File: src/rtl/lap_recorder_pkg.sv
`default_nettype none
// ============================================================================
// Module   : lap_recorder_pkg
// Purpose  : Shared definitions for the lap recorder: display state encoding,
//            BCD time width and the default lap store depth.
// Revision : 1.0  initial release
// ============================================================================
package lap_recorder_pkg;

    // 16-bit packed BCD time: {minutes, dekaseconds, seconds, deciseconds}
    localparam int TIME_W        = 16;
    localparam int DEFAULT_DEPTH = 4;

    typedef enum logic [0:0] {
        ST_LIVE   = 1'b0,
        ST_RECALL = 1'b1
    } lap_state_t;

endpackage : lap_recorder_pkg
`default_nettype wire

File: src/rtl/lap_recorder_if.sv
`default_nettype none
// ============================================================================
// Module   : lap_recorder_if
// Purpose  : Bundles the stopwatch-side and display-side signals of the lap
//            recorder.
//   master : drives live_time and the three request pulses, observes display
//   slave  : the recorder itself (consumes pulses, produces display/status)
// Revision : 1.0  initial release
// ============================================================================
interface lap_recorder_if
    import lap_recorder_pkg::*;
#(
    parameter int DEPTH = DEFAULT_DEPTH,
    parameter int PW    = $clog2(DEPTH)
);
    logic [TIME_W-1:0] live_time;
    logic              lap_pulse;
    logic              view_pulse;
    logic              clear_pulse;
    logic [TIME_W-1:0] disp_time;
    logic              disp_is_lap;
    logic [PW-1:0]     lap_idx;
    logic [PW:0]       lap_count;
    logic              full;

    modport master (
        output live_time, lap_pulse, view_pulse, clear_pulse,
        input  disp_time, disp_is_lap, lap_idx, lap_count, full
    );

    modport slave (
        input  live_time, lap_pulse, view_pulse, clear_pulse,
        output disp_time, disp_is_lap, lap_idx, lap_count, full
    );
endinterface : lap_recorder_if
`default_nettype wire

File: src/rtl/lap_buffer.sv
`default_nettype none
// ============================================================================
// Module   : lap_buffer
// Purpose  : Ring store of DEPTH lap times. Writes append at wr_ptr; when the
//            store is full the append lands on the oldest entry, so the ring
//            always holds the most recent DEPTH laps. Reads are addressed by
//            logical offset from the oldest entry.
// Ports    : clk, rst      - clock, synchronous active-high reset
//            clear         - empty the store (pointer and count to zero)
//            wr_en/wr_data - append one lap
//            rd_offset     - logical index, 0 = oldest; rd_data combinational
//            lap_count     - number of valid laps, 0..DEPTH (registered)
//            full          - lap_count == DEPTH (registered)
// Revision : 1.0  initial release
// ============================================================================
module lap_buffer
    import lap_recorder_pkg::*;
#(
    parameter int DEPTH = DEFAULT_DEPTH,
    parameter int PW    = $clog2(DEPTH)
) (
    input  wire logic              clk,
    input  wire logic              rst,
    input  wire logic              clear,
    input  wire logic              wr_en,
    input  wire logic [TIME_W-1:0] wr_data,
    input  wire logic [PW-1:0]     rd_offset,
    output logic      [TIME_W-1:0] rd_data,
    output logic      [PW:0]       lap_count,
    output logic                   full
);
    localparam logic [PW:0]   C_DEPTH_CNT = (PW+1)'(DEPTH);
    localparam logic [PW:0]   C_CNT_ONE   = (PW+1)'(1);
    localparam logic [PW-1:0] C_PTR_ONE   = PW'(1);

    logic [TIME_W-1:0] mem_q [DEPTH];
    logic [TIME_W-1:0] mem_d [DEPTH];
    logic [PW-1:0]     wr_ptr_q, wr_ptr_d;
    logic [PW:0]       count_q, count_d;
    logic              full_q, full_d;
    logic [PW-1:0]     w_oldest;
    logic [PW-1:0]     w_rd_idx;

    always_comb begin
        mem_d    = mem_q;
        wr_ptr_d = wr_ptr_q;
        count_d  = count_q;
        if (clear) begin
            wr_ptr_d = '0;
            count_d  = '0;
        end else if (wr_en) begin
            mem_d[wr_ptr_q] = wr_data;
            wr_ptr_d        = wr_ptr_q + C_PTR_ONE;
            // When full, wr_ptr already points at the oldest entry; the
            // count simply saturates.
            if (!full_q) begin
                count_d = count_q + C_CNT_ONE;
            end
        end
        full_d = (count_d == C_DEPTH_CNT);
    end

    always_ff @(posedge clk) begin
        mem_q <= mem_d;
        if (rst) begin
            wr_ptr_q <= '0;
            count_q  <= '0;
            full_q   <= 1'b0;
        end else begin
            wr_ptr_q <= wr_ptr_d;
            count_q  <= count_d;
            full_q   <= full_d;
        end
    end

    // Truncating the count to PW bits maps DEPTH to 0, which makes the
    // oldest entry equal wr_ptr exactly when the ring is full.
    assign w_oldest  = wr_ptr_q - count_q[PW-1:0];
    assign w_rd_idx  = w_oldest + rd_offset;
    assign rd_data   = mem_q[w_rd_idx];
    assign lap_count = count_q;
    assign full      = full_q;

endmodule : lap_buffer
`default_nettype wire

File: src/rtl/lap_recorder.sv
`default_nettype none
// ============================================================================
// Module   : lap_recorder
// Purpose  : Stopwatch lap capture and recall. In LIVE the display follows
//            live_time; lap_pulse captures it into the lap store. view_pulse
//            steps through stored laps oldest-first and then returns to LIVE.
//            clear_pulse empties the store. Display outputs are registered
//            with one cycle of latency from the controlling state.
// Ports    : clk, rst - clock, synchronous active-high reset
//            bus      - lap_recorder_if slave (pulses in, display/status out)
// Revision : 1.0  initial release
// ============================================================================
module lap_recorder
    import lap_recorder_pkg::*;
#(
    parameter int DEPTH = DEFAULT_DEPTH,
    parameter int PW    = $clog2(DEPTH)
) (
    input  wire logic     clk,
    input  wire logic     rst,
    lap_recorder_if.slave bus
);
    localparam logic [PW:0]   C_CNT_ONE = (PW+1)'(1);
    localparam logic [PW-1:0] C_IDX_ONE = PW'(1);

    lap_state_t        state_q, state_d;
    logic [PW-1:0]     idx_q, idx_d;
    logic [TIME_W-1:0] disp_time_q, disp_time_d;
    logic              disp_is_lap_q, disp_is_lap_d;
    logic [PW-1:0]     lap_idx_q, lap_idx_d;

    logic              w_clear;
    logic              w_wr_en;
    logic [TIME_W-1:0] w_rd_data;
    logic [PW:0]       w_lap_count;
    logic              w_full;

    lap_buffer #(
        .DEPTH (DEPTH),
        .PW    (PW)
    ) u_lap_buffer (
        .clk       (clk),
        .rst       (rst),
        .clear     (w_clear),
        .wr_en     (w_wr_en),
        .wr_data   (bus.live_time),
        .rd_offset (idx_q),
        .rd_data   (w_rd_data),
        .lap_count (w_lap_count),
        .full      (w_full)
    );

    // Pulse priority: clear > lap > view; a losing pulse is dropped.
    always_comb begin
        state_d = state_q;
        idx_d   = idx_q;
        w_clear = 1'b0;
        w_wr_en = 1'b0;
        if (bus.clear_pulse) begin
            w_clear = 1'b1;
            state_d = ST_LIVE;
            idx_d   = '0;
        end else if (bus.lap_pulse) begin
            // Captures are only taken while the live time is on display.
            w_wr_en = (state_q == ST_LIVE);
        end else if (bus.view_pulse) begin
            if (state_q == ST_LIVE) begin
                if (w_lap_count != '0) begin
                    state_d = ST_RECALL;
                    idx_d   = '0;
                end
            end else if ({1'b0, idx_q} < (w_lap_count - C_CNT_ONE)) begin
                idx_d = idx_q + C_IDX_ONE;
            end else begin
                state_d = ST_LIVE;
                idx_d   = '0;
            end
        end

        // Display registers sample the current state, so a state change
        // reaches the outputs one edge after it takes effect.
        disp_is_lap_d = (state_q == ST_RECALL);
        disp_time_d   = (state_q == ST_RECALL) ? w_rd_data : bus.live_time;
        lap_idx_d     = idx_q;
    end

    always_ff @(posedge clk) begin
        if (rst) begin
            state_q       <= ST_LIVE;
            idx_q         <= '0;
            disp_time_q   <= '0;
            disp_is_lap_q <= 1'b0;
            lap_idx_q     <= '0;
        end else begin
            state_q       <= state_d;
            idx_q         <= idx_d;
            disp_time_q   <= disp_time_d;
            disp_is_lap_q <= disp_is_lap_d;
            lap_idx_q     <= lap_idx_d;
        end
    end

    assign bus.disp_time   = disp_time_q;
    assign bus.disp_is_lap = disp_is_lap_q;
    assign bus.lap_idx     = lap_idx_q;
    assign bus.lap_count   = w_lap_count;
    assign bus.full        = w_full;

endmodule : lap_recorder
`default_nettype wire

File: src/flat_wrapper.sv
// flat-port wrapper written by rule: the top's interface ports become plain ports
module lap_recorder_flat import lap_recorder_pkg::*;
#(
    parameter int DEPTH = DEFAULT_DEPTH,
    parameter int PW    = $clog2(DEPTH)
)
  (clk, rst, bus_live_time, bus_lap_pulse, bus_view_pulse, bus_clear_pulse, bus_disp_time, bus_disp_is_lap, bus_lap_idx, bus_lap_count, bus_full);
  lap_recorder_if #(.DEPTH(DEPTH), .PW(PW)) bus_i ();
  input  wire logic clk;
  input  wire logic rst;
  input wire logic [$bits(bus_i.live_time)-1:0] bus_live_time;
  input wire logic [$bits(bus_i.lap_pulse)-1:0] bus_lap_pulse;
  input wire logic [$bits(bus_i.view_pulse)-1:0] bus_view_pulse;
  input wire logic [$bits(bus_i.clear_pulse)-1:0] bus_clear_pulse;
  output wire logic [$bits(bus_i.disp_time)-1:0] bus_disp_time;
  output wire logic [$bits(bus_i.disp_is_lap)-1:0] bus_disp_is_lap;
  output wire logic [$bits(bus_i.lap_idx)-1:0] bus_lap_idx;
  output wire logic [$bits(bus_i.lap_count)-1:0] bus_lap_count;
  output wire logic [$bits(bus_i.full)-1:0] bus_full;
  assign bus_i.live_time = bus_live_time;
  assign bus_i.lap_pulse = bus_lap_pulse;
  assign bus_i.view_pulse = bus_view_pulse;
  assign bus_i.clear_pulse = bus_clear_pulse;
  assign bus_disp_time = bus_i.disp_time;
  assign bus_disp_is_lap = bus_i.disp_is_lap;
  assign bus_lap_idx = bus_i.lap_idx;
  assign bus_lap_count = bus_i.lap_count;
  assign bus_full = bus_i.full;
  lap_recorder #(.DEPTH(DEPTH), .PW(PW)) u_core (.clk(clk), .rst(rst), .bus(bus_i));
endmodule
File: config.mk
export PLATFORM = sky130hd
export DESIGN_NAME = lap_recorder_flat
export DESIGN_NICKNAME = d
export VERILOG_FILES = /design/src/rtl/lap_recorder_pkg.sv /design/src/rtl/lap_recorder_if.sv /design/src/rtl/lap_buffer.sv /design/src/rtl/lap_recorder.sv /design/src/flat_wrapper.sv
export SDC_FILE = /design/constraint.sdc
export NUM_CORES = 1
export LEC_CHECK = 0
export BUFFER_PORTS_ARGS = -buffer_cell sky130_fd_sc_hd__buf_2
export CORE_ASPECT_RATIO = 1.1
export CORE_MARGIN = 2
export CORE_UTILIZATION = 45
export CTS_BUF_LIST = sky130_fd_sc_hd__clkbuf_8
export CTS_CLUSTER_DIAMETER = 60
export DETAILED_ROUTE_END_ITERATION = 7
export PLACE_DENSITY_LB_ADDON = 0.2
export SLEW_MARGIN = 20
export SYNTH_ARGS = -nofsm -noshare
export SYNTH_HDL_FRONTEND = slang
export SYNTH_SLANG_ARGS = --single-unit
File: constraint.sdc
create_clock -name clk -period 3.62 [get_ports clk]
set_clock_uncertainty 0.05 [all_clocks]
set_input_delay 0.724 -clock clk [delete_from_list [all_inputs] [get_ports clk]]
set_output_delay 0.724 -clock clk [all_outputs]
set_load 0.05 [all_outputs]
==> results_dict.tcl, run 1 <==
set metrics [dict create \
    run_status "completed" \
    hold_path_depth 2 \
    final-max-slew-violation-count 0 \
    dieArea_sq_um 8671 \
    yosys.cell_types.count 27 \
    row_count 34 \
    path_clk_slew_ps 90 \
    timing.final.crit_share_pct 70.67 \
    setup_violations 0 \
    detailedRoute.firstPassIterationCount 4 \
    mean_instance_size_in_the_synthesized_netlist_sq_um 18.14 \
    groute.layer.met3.usage_pct 5.098 \
    final_net_count 284 \
    leakagePower_uw 0.001538 \
    synth_cells 197 \
    initial_core_util_pct 45.65 \
    final_hold_viol_count 0 \
    grt_max_degree 18 \
    clk_path_buf_depth 2 \
    synth-seq-cells 92 \
    syn-cell-area_sq_um 3573 \
    p_per_area_nw_per_um2 484.5 \
    grtUsageTotal_pct 15.46 \
    floorplan.core_area_sq_um 7828 \
    detail_route.drc_violations 0 \
    synth.yosys.warnings 0 \
    cap_viol_max_count 0 \
    cts_resized 0 \
    worst-endpoint-arrival_ps 2770 \
    postCtsSetupBuffers 0 \
    reg2regPathDepth 7 \
    insertion_delay_ps 350 \
    hold_path_class "reg -> reg" \
    vias_in_the_first_global_route 1824 \
    cts_made_buffers 9 \
    placement.setup.worst_slack_ps 1036 \
    die_y_microns 97.46 \
    worstPathMaxFanout 16 \
    setup.worst_path.start_class "flip-flop" \
    worstMarginPinSlew_ps 729.1 \
    setup.reg_to_reg.worst_slack_ps 1060 \
    io_buffers 43 \
    detailedPlacementHpwl_mm 3.747 \
    unrepaired_setup_endpoints_after_global_routing "no" \
    dieWidth_microns 88.97 \
    dpl.cell_count 349 \
    antenna_cells 0 \
    gp_congestion 0.7455 \
    period_minus_slack_ps 2558 \
    worst_setup_path_end_kind "flip-flop" \
    globalRouteOverflowTotal 0 \
    post_dp_cell_area_sq_um 3948 \
    cts-root-buf "sky130_fd_sc_hd__clkbuf_8" \
    fmax_mhz 390.9 \
    worst_ep_required_time_ps 3830 \
    cts_hold_buffers 0 \
    synth.yosys.seq_area_share_pct 69.47 \
    io-pin-count 44 \
    drive_above_1_share_pct 30.74 \
    slew_headroom_pct 51.29 \
    avgViaCountPerCell 5.118 \
    finished_layout_cell_area_sq_um 4145 \
    antenna_violations_before_repair 0 \
    drt-total-wl_mm 6.095 \
    final.setup.worst_slack_ps 1062 \
    grt_use_met1_pct 21.47 \
    vdd_drop_max_mv 0.2788 \
    totalNegativeSetupSlack_ps 0 \
    area_growth_pct 16.00 \
    grt_most_used_layer "met2" \
    instances_no_fill 365 \
    antenna_left 0 \
    cts.sink_count 92 \
    clock_tree.htree_level_count 3 \
    routed-via-count 1868 \
    synth_fp_nets 229 \
    grt.met2_usage_pct 23.36 \
    post-layout-total-power_uw 2008 \
    grt_pass1_wl_mm 9.742 \
    tritoncts_clock_tree "done" \
    wire_per_inst_microns 16.70 \
    drt-initial-drc-count 110 \
    critPathKind "reg -> reg" \
]
==> cells by family (layout without fill, tap and decap cells) <==
family          after synthesis  count (layout)  synth area share, %
simple gates                 31              31                4.482
flops                        92              92                69.47
mux                          16              16                11.76
xor+xnor                      8               8                3.116
buf+inv                      13              73                1.645
fa+ha+maj                    11              11                3.851
compound gates               26              26                5.672
==> routing by layer <==
metal	wire (microns)	share of wire, %	vias to the layer above
met2	2947	48	54
li1	-	-	882
met1	2760	45	925
met3	322	5.3	7
met5	0	0	-
met4	64	1.1	0
==> area by class of cell <==
type	count	area [sq um]
well taps	108	135.1
fillers	666	3682
multi-input cells	92	1032
clock buffers	9	123.9
clock inverters	7	73.82
flip-flops and latches	92	2482
repair buffers	51	275.3
inverters	6	22.52
==> registers in the layout, summed over array words and instances, names as in the netlist <==
register,count
u_core.u_lap_buffer.mem_q,64
u_core.bus.disp_time,16
u_core.u_lap_buffer.lap_count,3
u_core.bus.lap_idx,2
u_core.idx_q,2
u_core.u_lap_buffer.wr_ptr_q,2
u_core.bus.disp_is_lap,1
u_core.disp_is_lap_d,1
u_core.u_lap_buffer.full,1
==> layout by cell type, fill, tap and decap left out <==
| master | instances |
|---|---|
| sky130_fd_sc_hd__ha_1 | 11 |
| sky130_fd_sc_hd__nand2b_1 | 1 |
| sky130_fd_sc_hd__nand2_1 | 2 |
| sky130_fd_sc_hd__mux4_1 | 16 |
| sky130_fd_sc_hd__or2_2 | 1 |
| sky130_fd_sc_hd__clkinv_2 | 2 |
| sky130_fd_sc_hd__inv_6 | 2 |
| sky130_fd_sc_hd__xor2_1 | 1 |
| sky130_fd_sc_hd__bufinv_16 | 1 |
| sky130_fd_sc_hd__nor3b_1 | 3 |
| sky130_fd_sc_hd__xnor2_1 | 4 |
| sky130_fd_sc_hd__buf_2 | 43 |
| sky130_fd_sc_hd__xnor3_2 | 1 |
| sky130_fd_sc_hd__a22o_2 | 8 |
| sky130_fd_sc_hd__o21ai_0 | 4 |
| sky130_fd_sc_hd__clkinv_4 | 1 |
| sky130_fd_sc_hd__dfxtp_1 | 28 |
| sky130_fd_sc_hd__nand4_1 | 3 |
| sky130_fd_sc_hd__nor2b_1 | 2 |
| sky130_fd_sc_hd__buf_4 | 8 |
| sky130_fd_sc_hd__xor2_2 | 1 |
| sky130_fd_sc_hd__a21oi_1 | 4 |
| sky130_fd_sc_hd__clkinvlp_4 | 1 |
| sky130_fd_sc_hd__nor2_1 | 14 |
| sky130_fd_sc_hd__clkbuf_8 | 9 |
| sky130_fd_sc_hd__xnor2_4 | 1 |
| sky130_fd_sc_hd__a22o_1 | 8 |
| sky130_fd_sc_hd__and2_1 | 4 |
| sky130_fd_sc_hd__a31oi_1 | 2 |
| sky130_fd_sc_hd__inv_1 | 6 |
| sky130_fd_sc_hd__nor4b_1 | 1 |
| sky130_fd_sc_hd__edfxtp_1 | 64 |
==> cells in the mapped netlist <==
cell type,number,area (sq um)
sky130_fd_sc_hd__nor2_1,14,52.55
sky130_fd_sc_hd__and2_1,4,25.02
sky130_fd_sc_hd__a22o_1,8,70.07
sky130_fd_sc_hd__nor2b_1,2,12.51
sky130_fd_sc_hd__nand4_1,3,18.77
sky130_fd_sc_hd__edfxtp_1,64,1922
sky130_fd_sc_hd__ha_1,11,137.6
sky130_fd_sc_hd__dfxtp_1,28,560.5
sky130_fd_sc_hd__xnor2_4,1,27.53
sky130_fd_sc_hd__a31oi_1,2,12.51
sky130_fd_sc_hd__inv_1,6,22.52
sky130_fd_sc_hd__a22o_2,8,80.08
sky130_fd_sc_hd__buf_2,2,10.01
sky130_fd_sc_hd__a21oi_1,4,20.02
sky130_fd_sc_hd__or2_2,1,6.260
sky130_fd_sc_hd__mux4_1,16,420.4
sky130_fd_sc_hd__xor2_2,1,16.27
sky130_fd_sc_hd__nand2_1,2,7.510
sky130_fd_sc_hd__nor4b_1,1,8.760
sky130_fd_sc_hd__xor2_1,1,8.760
sky130_fd_sc_hd__buf_6,1,11.26
sky130_fd_sc_hd__clkbuf_1,4,15.01
sky130_fd_sc_hd__nand2b_1,1,6.260
sky130_fd_sc_hd__xnor2_1,4,35.03
sky130_fd_sc_hd__xnor3_2,1,23.77
sky130_fd_sc_hd__nor3b_1,3,22.52
sky130_fd_sc_hd__o21ai_0,4,20.02
==> power by group <==
group,leakage (uW),switching [uW],internal [uW]
Sequential,0.000812,6.62,1150
Combinational,0.000626,102,67.0
Clock,0.000100,365,323
Total,0.00154,473,1540
==> metrics by stage <==
step,util (%),hold WS (ps)
finish,52.96,436.8
global route,52.96,459.5
CTS,52.96,438.7
detailed placement,50.43,426.1
global placement,50.43,420.7
floorplan,-,403.9
==> worst paths after layout <==
check / start / endpoint
worst min register to register: u_core.idx_q[0] / u_core.idx_q[0]
worst max-delay path: u_core.u_lap_buffer.lap_count[0] / u_core.bus.disp_time[12]
worst max register to register: u_core.u_lap_buffer.lap_count[0] / u_core.bus.disp_time[12]
worst min-delay path: u_core.idx_q[0] / u_core.idx_q[0]
==> critical path, stage by stage (launching register included) <==
cell and delay [ps]:
sky130_fd_sc_hd__dfxtp_1 460, sky130_fd_sc_hd__inv_1 120, sky130_fd_sc_hd__ha_1 310, sky130_fd_sc_hd__ha_1 210, sky130_fd_sc_hd__xor2_2 180, sky130_fd_sc_hd__xnor2_4 520, sky130_fd_sc_hd__mux4_1 380, sky130_fd_sc_hd__a22o_1 230
(Power assumes the default switching activity.)
==> run 2, diff against run 1 <==
clock period = 2.6 ns   (was 3.62 ns; I/O delays follow)
==> run 2 against run 1 <==
Effect of this change: sequential cell count unchanged; worst setup slack worse by 890 ps; core utilization up 0.51 points; die area unchanged; sequential power up 39%; first-iteration DRC count down 35%; total power up 35%; fmax up 5.3%; combinational power up 44%; global-route usage up 0.13 points; clock power up 25%; critical path depth unchanged.
==> results_dict.tcl, run 2 (same netlist as run 1, synthesis figures left out) <==
set metrics [dict create \
    crit_path_top_delay_cell "sky130_fd_sc_hd__xnor2_4" \
    unrepaired_setup_endpoints_after_global_routing "no" \
    path_clk_slew_ps 100 \
    drive_above_1_share_pct 31.54 \
    cts_hold_buffers 0 \
    clk_path_buf_depth 2 \
    leakagePower_uw 0.001549 \
    detailedPlacementHpwl_mm 3.955 \
    area_growth_pct 17.12 \
    final_common_cell "sky130_fd_sc_hd__edfxtp_1" \
    vdd_drop_max_mv 0.3394 \
    worst_ep_required_time_ps 2810 \
    setup.worst_path.start_class "flip-flop" \
    dieArea_sq_um 8671 \
    cts_made_buffers 9 \
    drt-total-wl_mm 6.189 \
    vias_in_the_first_global_route 1888 \
    drt-initial-drc-count 72 \
    cts_resized 0 \
    cap_viol_max_count 0 \
    final_net_count 287 \
    wire_per_inst_microns 16.82 \
    io_buffers 43 \
    dpl.cell_count 352 \
    slew_headroom_pct 54.35 \
    dieWidth_microns 88.97 \
    worst-endpoint-arrival_ps 2640 \
    timing.final.crit_share_pct 93.43 \
    antenna_violations_before_repair 0 \
    grtUsageTotal_pct 15.60 \
    largest_reg_flops 64 \
    top_library_cells_by_usage_in_the_layout_fill_and_taps_aside "sky130_fd_sc_hd__edfxtp_1, sky130_fd_sc_hd__buf_2, sky130_fd_sc_hd__dfxtp_1" \
    die_y_microns 97.46 \
    fmax_mhz 411.7 \
    post-layout-total-power_uw 2702 \
    final-max-slew-violation-count 0 \
    detailedRoute.firstPassIterationCount 4 \
    globalRouteOverflowTotal 0 \
    insertion_delay_ps 360 \
    grt_max_degree 18 \
    cpLargestDelayFamily "XOR/XNOR gates" \
    critPathMaxStageDelay_ps 510 \
    critPathKind "reg -> reg" \
    clock_tree.htree_level_count 3 \
    p_per_area_nw_per_um2 645.6 \
    worstMarginPinSlew_ps 683.3 \
    instances_no_fill 368 \
    antenna_cells 0 \
    avgViaCountPerCell 5.139 \
    routed-via-count 1891 \
    io-pin-count 44 \
    crit_top_cell "sky130_fd_sc_hd__ha_1" \
    hold_path_class "in -> reg" \
    worstPathMaxFanout 16 \
    period_minus_slack_ps 2429 \
    floorplan.core_area_sq_um 7828 \
    final_hold_viol_count 0 \
    initial_core_util_pct 45.65 \
    setup_violations 0 \
    cts-root-buf "sky130_fd_sc_hd__clkbuf_8" \
    totalNegativeSetupSlack_ps 0 \
    postCtsSetupBuffers 0 \
    run_status "completed" \
    row_count 34 \
    largest_register "u_core.u_lap_buffer.mem_q" \
    cts.sink_count 92 \
    cells_along_the_critical_path "inv_1 > ha_1 > ha_1 > xor2_2 > xnor2_4 > mux4_1 > a22o_1" \
    cp.buffers_inverters 1 \
    gp_congestion 0.8007 \
    detail_route.drc_violations 0 \
    tritoncts_clock_tree "done" \
    grt_pass1_wl_mm 9.818 \
    worst_setup_path_end_kind "flip-flop" \
    antenna_left 0 \
]
run 2: cell types whose count changed in the layout (fill, tap and decap cells not counted), sizes merged:
cell / previous run / this run
buf: 51 / 54
bufinv: 1 / 0
clkinv: 3 / 2
clkinvlp: 1 / 2
inv: 8 / 9
run 2: final timing paths:
kind                                          from                  endpoint  slack [ps]  depth (start not counted)
setup / recovery  u_core.u_lap_buffer.lap_count[0]  u_core.bus.disp_time[12]         170                          7
hold reg to reg                    u_core.idx_q[0]           u_core.idx_q[0]         450                          2
setup reg to reg  u_core.u_lap_buffer.lap_count[0]  u_core.bus.disp_time[12]         170                          7
hold / removal                                 rst     u_core.bus.lap_idx[0]         340                          2
run 2: metrics by stage:
stage          hold WS, ps  instance area, sq um  util [%]  setup slack (ps)
2_1_floorplan        403.9                  3580         -             55.56
3_3_place_gp         434.5                  4011     51.25             159.3
3_5_place_dp         432.0                  4011     51.25             140.7
4_1_cts              310.7                  4185     53.47             132.2
5_1_grt              314.2                  4185     53.47             47.02
6_report             338.1                  4185     53.47             170.9
run 2: power by group:
group,internal [uW],total (uW),switching [uW]
combinational,98.9,242,143
sequential,1590,1600,9.37
clock,351,857,506
run 2: final cells by class:
class                      count  area, sq um
timing repair buffer          54        335.3
fill                         667         3642
clock buffer                   9        123.9
clock inverter                 7        50.05
tap                          108        135.1
sequential                    92         2486
multi-input combinational     92         1032
inverter                       6        22.52
run 2: metal layers:
| metal | part of all wire [%] | track usage [%] | up-vias | routed length, microns |
|---|---|---|---|---|
| met5 | 0 | 0 | - | 0 |
| met4 | 2.4 | 8.037 | 0 | 147 |
| met3 | 4.2 | 3.908 | 12 | 263 |
| met2 | 49 | 23.94 | 54 | 3060 |
| met1 | 44 | 20.37 | 933 | 2718 |
| li1 | - | - | 892 | - |
run 2: worst register-to-register path: stages (launching register included):
cell	delay [ps]
sky130_fd_sc_hd__dfxtp_4	390
sky130_fd_sc_hd__inv_1	80
sky130_fd_sc_hd__ha_1	300
sky130_fd_sc_hd__ha_1	210
sky130_fd_sc_hd__xor2_2	180
sky130_fd_sc_hd__xnor2_4	510
sky130_fd_sc_hd__mux4_1	390
sky130_fd_sc_hd__a22o_1	230
==> run 3, diff against run 2 <==
SYNTH_HIERARCHICAL = 1   (was not set)
==> run 3 against run 2 <==
Effect of this change: global-route usage is 0.28 points higher; total power is 6.9% higher; non-clock buffer count is 5 higher; largest cell class unchanged; sequential share of layout area is 3.2 points lower; critical endpoint is now u_core/bus.disp_time[1]; highest routed layer unchanged; area after synthesis is 5.1% higher.
==> results_dict.tcl, run 3 <==
set metrics [dict create \
    run_status "completed" \
    worst_r2r_src "u_core/u_lap_buffer/wr_ptr_q[0]" \
    cts_hold_buffers 0 \
    synth-async-reset-ratio_pct 0 \
    yosys.cell_types.count 36 \
    synth_cells 244 \
    share_comb_of_total_power_pct 8.4 \
    routed-via-count 2075 \
    finish.utilization_pct 55.19 \
    setup_violations 0 \
    hold_path_depth 1 \
    synth-main-ff-cell "sky130_fd_sc_hd__edfxtp_1" \
    whs_ps 344.1 \
    row_count 34 \
    hold_path_class "in -> reg" \
    critPathKind "reg -> reg" \
    final_hold_viol_count 0 \
    cts_resized 0 \
    detailedRoute.firstPassIterationCount 4 \
    cts-root-buf "sky130_fd_sc_hd__clkbuf_8" \
    yosys.area.top_type "sky130_fd_sc_hd__edfxtp_1" \
    antenna_violations_before_repair 1 \
    detail_route.drc_violations 0 \
    reg2regPathDepth 9 \
    final-max-slew-violation-count 0 \
    yosys.cell_count.top_type "sky130_fd_sc_hd__mux2i_1" \
    synth.cells.most_frequent "sky130_fd_sc_hd__mux2i_1, sky130_fd_sc_hd__edfxtp_1, sky130_fd_sc_hd__dfxtp_1" \
    post_dp_cell_area_sq_um 4187 \
    largest_reg_flops 64 \
    worstMarginPinSlew_ps 835.3 \
    dieArea_sq_um 9097 \
    synth_edf_count 64 \
    setup.worst_path.start_class "flip-flop" \
    drt-total-wl_mm 6.543 \
    cap_viol_max_count 0 \
    worst_setup_path_end_kind "flip-flop" \
    fmax_mhz 417.1 \
    synth.yosys.warnings 6 \
    tritoncts_clock_tree "done" \
    setup.reg_to_reg.worst_slack_ps 200 \
    unrepaired_setup_endpoints_after_global_routing "no" \
    timing.hold.worst.start "bus_live_time[2]" \
    finished_layout_cell_area_sq_um 4414 \
    mean_instance_size_in_the_synthesized_netlist_sq_um 15.40 \
    min_delay_worst_endpoint "u_core/u_lap_buffer/mem_q[50]" \
    io-pin-count 44 \
    drt-initial-drc-count 106 \
    slew_headroom_pct 44.31 \
    netSwitchingPower_uw 644.8 \
    worstPathMaxFanout 16 \
    gp_congestion 0.7456 \
    vdd_drop_max_mv 0.2561 \
    dieWidth_microns 91.13 \
    insertion_delay_ps 350 \
    leakagePower_uw 0.001595 \
    die_y_microns 99.84 \
    clock_tree.htree_level_count 3 \
    area_growth_pct 17.48 \
    postCtsSetupBuffers 0 \
    cts_made_buffers 9 \
    avgViaCountPerCell 4.952 \
    grt_max_degree 23 \
    globalRouteOverflowTotal 0 \
    path_clk_slew_ps 90 \
    p_per_area_nw_per_um2 654.4 \
    placement.setup.worst_slack_ps 217.4 \
    synth_fp_nets 275 \
    area_share_of_the_largest_cell_type_after_synthesis_pct 51.15 \
    worst-endpoint-arrival_ps 2640 \
    floorplan.core_area_sq_um 7998 \
    grt_pass1_wl_mm 10.88 \
    clk_path_buf_depth 2 \
    largest_register "u_core/u_lap_buffer/mem_q" \
    initial_core_util_pct 46.98 \
    synth.top_cells.by_area "sky130_fd_sc_hd__edfxtp_1, sky130_fd_sc_hd__mux2i_1, sky130_fd_sc_hd__dfxtp_1, sky130_fd_sc_hd__ha_1, sky130_fd_sc_hd__nor2_1" \
    power.share.clock_pct 36.4 \
    grtUsageTotal_pct 15.88 \
    final.setup.worst_slack_ps 202.4 \
    worstReg2RegEnd "u_core/bus.disp_time[1]" \
    final_net_count 336 \
    totalNegativeSetupSlack_ps 0 \
    top_library_cells_by_usage_in_the_layout_fill_and_taps_aside "sky130_fd_sc_hd__mux2i_1, sky130_fd_sc_hd__edfxtp_1, sky130_fd_sc_hd__buf_2" \
    syn-cell-area_sq_um 3757 \
    cts.sink_count 92 \
    vias_in_the_first_global_route 2061 \
    drive_above_1_share_pct 26.13 \
    antenna_left 0 \
    power.share.switching_pct 22.32 \
    detailedPlacementHpwl_mm 4.277 \
    timing.final.crit_share_pct 92.22 \
    period_minus_slack_ps 2398 \
    power.internal_uw 2244 \
    synth.yosys.seq_area_share_pct 66.07 \
    io_buffers 43 \
    wire_per_inst_microns 15.62 \
    pwr-share-seq_pct 55.2 \
    final_common_cell "sky130_fd_sc_hd__mux2i_1" \
    worst_ep_required_time_ps 2840 \
    synth-seq-cells 92 \
]
-- run 3: routing by layer --
layer  track usage [%]  wire length (microns)  vias up
met5                 0                      0        -
met1             19.83                   2886     1010
met4             5.594                     93        0
met3             5.105                    341        8
met2             26.21                   3222       41
li1                  -                      -     1016
-- run 3: metrics by stage --
step | instances | power, uW
after floorplan | 244 | 1794
after global placement | 402 | 1872
after detailed placement | 402 | 1874
after CTS | 418 | 2923
after global routing | 418 | 3011
final | 419 | 2889
-- run 3: power by group through the flow --
| stage | Clock [uW] | Sequential, uW | Combinational (uW) |
|---|---|---|---|
| global route | 1150 | 1600 | 265 |
| global placement | 0 | 1630 | 244 |
| floorplan | 0 | 1680 | 112 |
| finish | 1050 | 1590 | 243 |
| CTS | 1080 | 1590 | 247 |
| detailed placement | 0 | 1630 | 246 |
-- run 3: final cells by class --
cell class | count | area (sq um)
diodes | 1 | 2.502
clock buffers | 10 | 137.6
clock inverters | 6 | 87.58
fillers | 704 | 3583
inverters | 8 | 30.03
multi-input cells | 135 | 1191
flip-flops and latches | 92 | 2482
well taps | 108 | 135.1
repair buffers | 59 | 347.8
-- run 3: how the worst max path moves through the flow --
stage	start	end	slack, ps	cells after the start
floorplan	u_core/u_lap_buffer/lap_count[0]	u_core/bus.disp_time[5]	80	9
global placement	u_core/u_lap_buffer/wr_ptr_q[0]	u_core/bus.disp_time[1]	250	9
detailed placement	u_core/u_lap_buffer/wr_ptr_q[0]	u_core/bus.disp_time[1]	220	9
CTS	u_core/u_lap_buffer/wr_ptr_q[0]	u_core/bus.disp_time[1]	200	9
global route	u_core/u_lap_buffer/wr_ptr_q[0]	u_core/bus.disp_time[1]	40	9
finish	u_core/u_lap_buffer/wr_ptr_q[0]	u_core/bus.disp_time[1]	200	9
-- run 3: critical path, stage by stage, from the launching register on --
cell	delay, ps
sky130_fd_sc_hd__dfxtp_1	340
sky130_fd_sc_hd__inv_1	80
sky130_fd_sc_hd__ha_1	270
sky130_fd_sc_hd__inv_1	40
sky130_fd_sc_hd__ha_2	190
sky130_fd_sc_hd__xor2_4	170
sky130_fd_sc_hd__xnor2_4	690
sky130_fd_sc_hd__mux2i_1	310
sky130_fd_sc_hd__mux2i_1	100
sky130_fd_sc_hd__nor2_1	90
-- run 3: logic make-up (layout without fill, tap and decap cells) --
kind of cell,after synthesis,count (layout),share of synthesized area [%]
AO/OA/AOI/OAI,8,8,1.665
XOR/XNOR,6,6,2.797
adder cells (fa/ha/maj),10,10,3.330
buffers and inverters,17,83,2.298
flip-flops,92,92,66.07
multiplexers,66,66,17.58
other,0,1,0
AND/OR/NAND/NOR,45,45,6.260
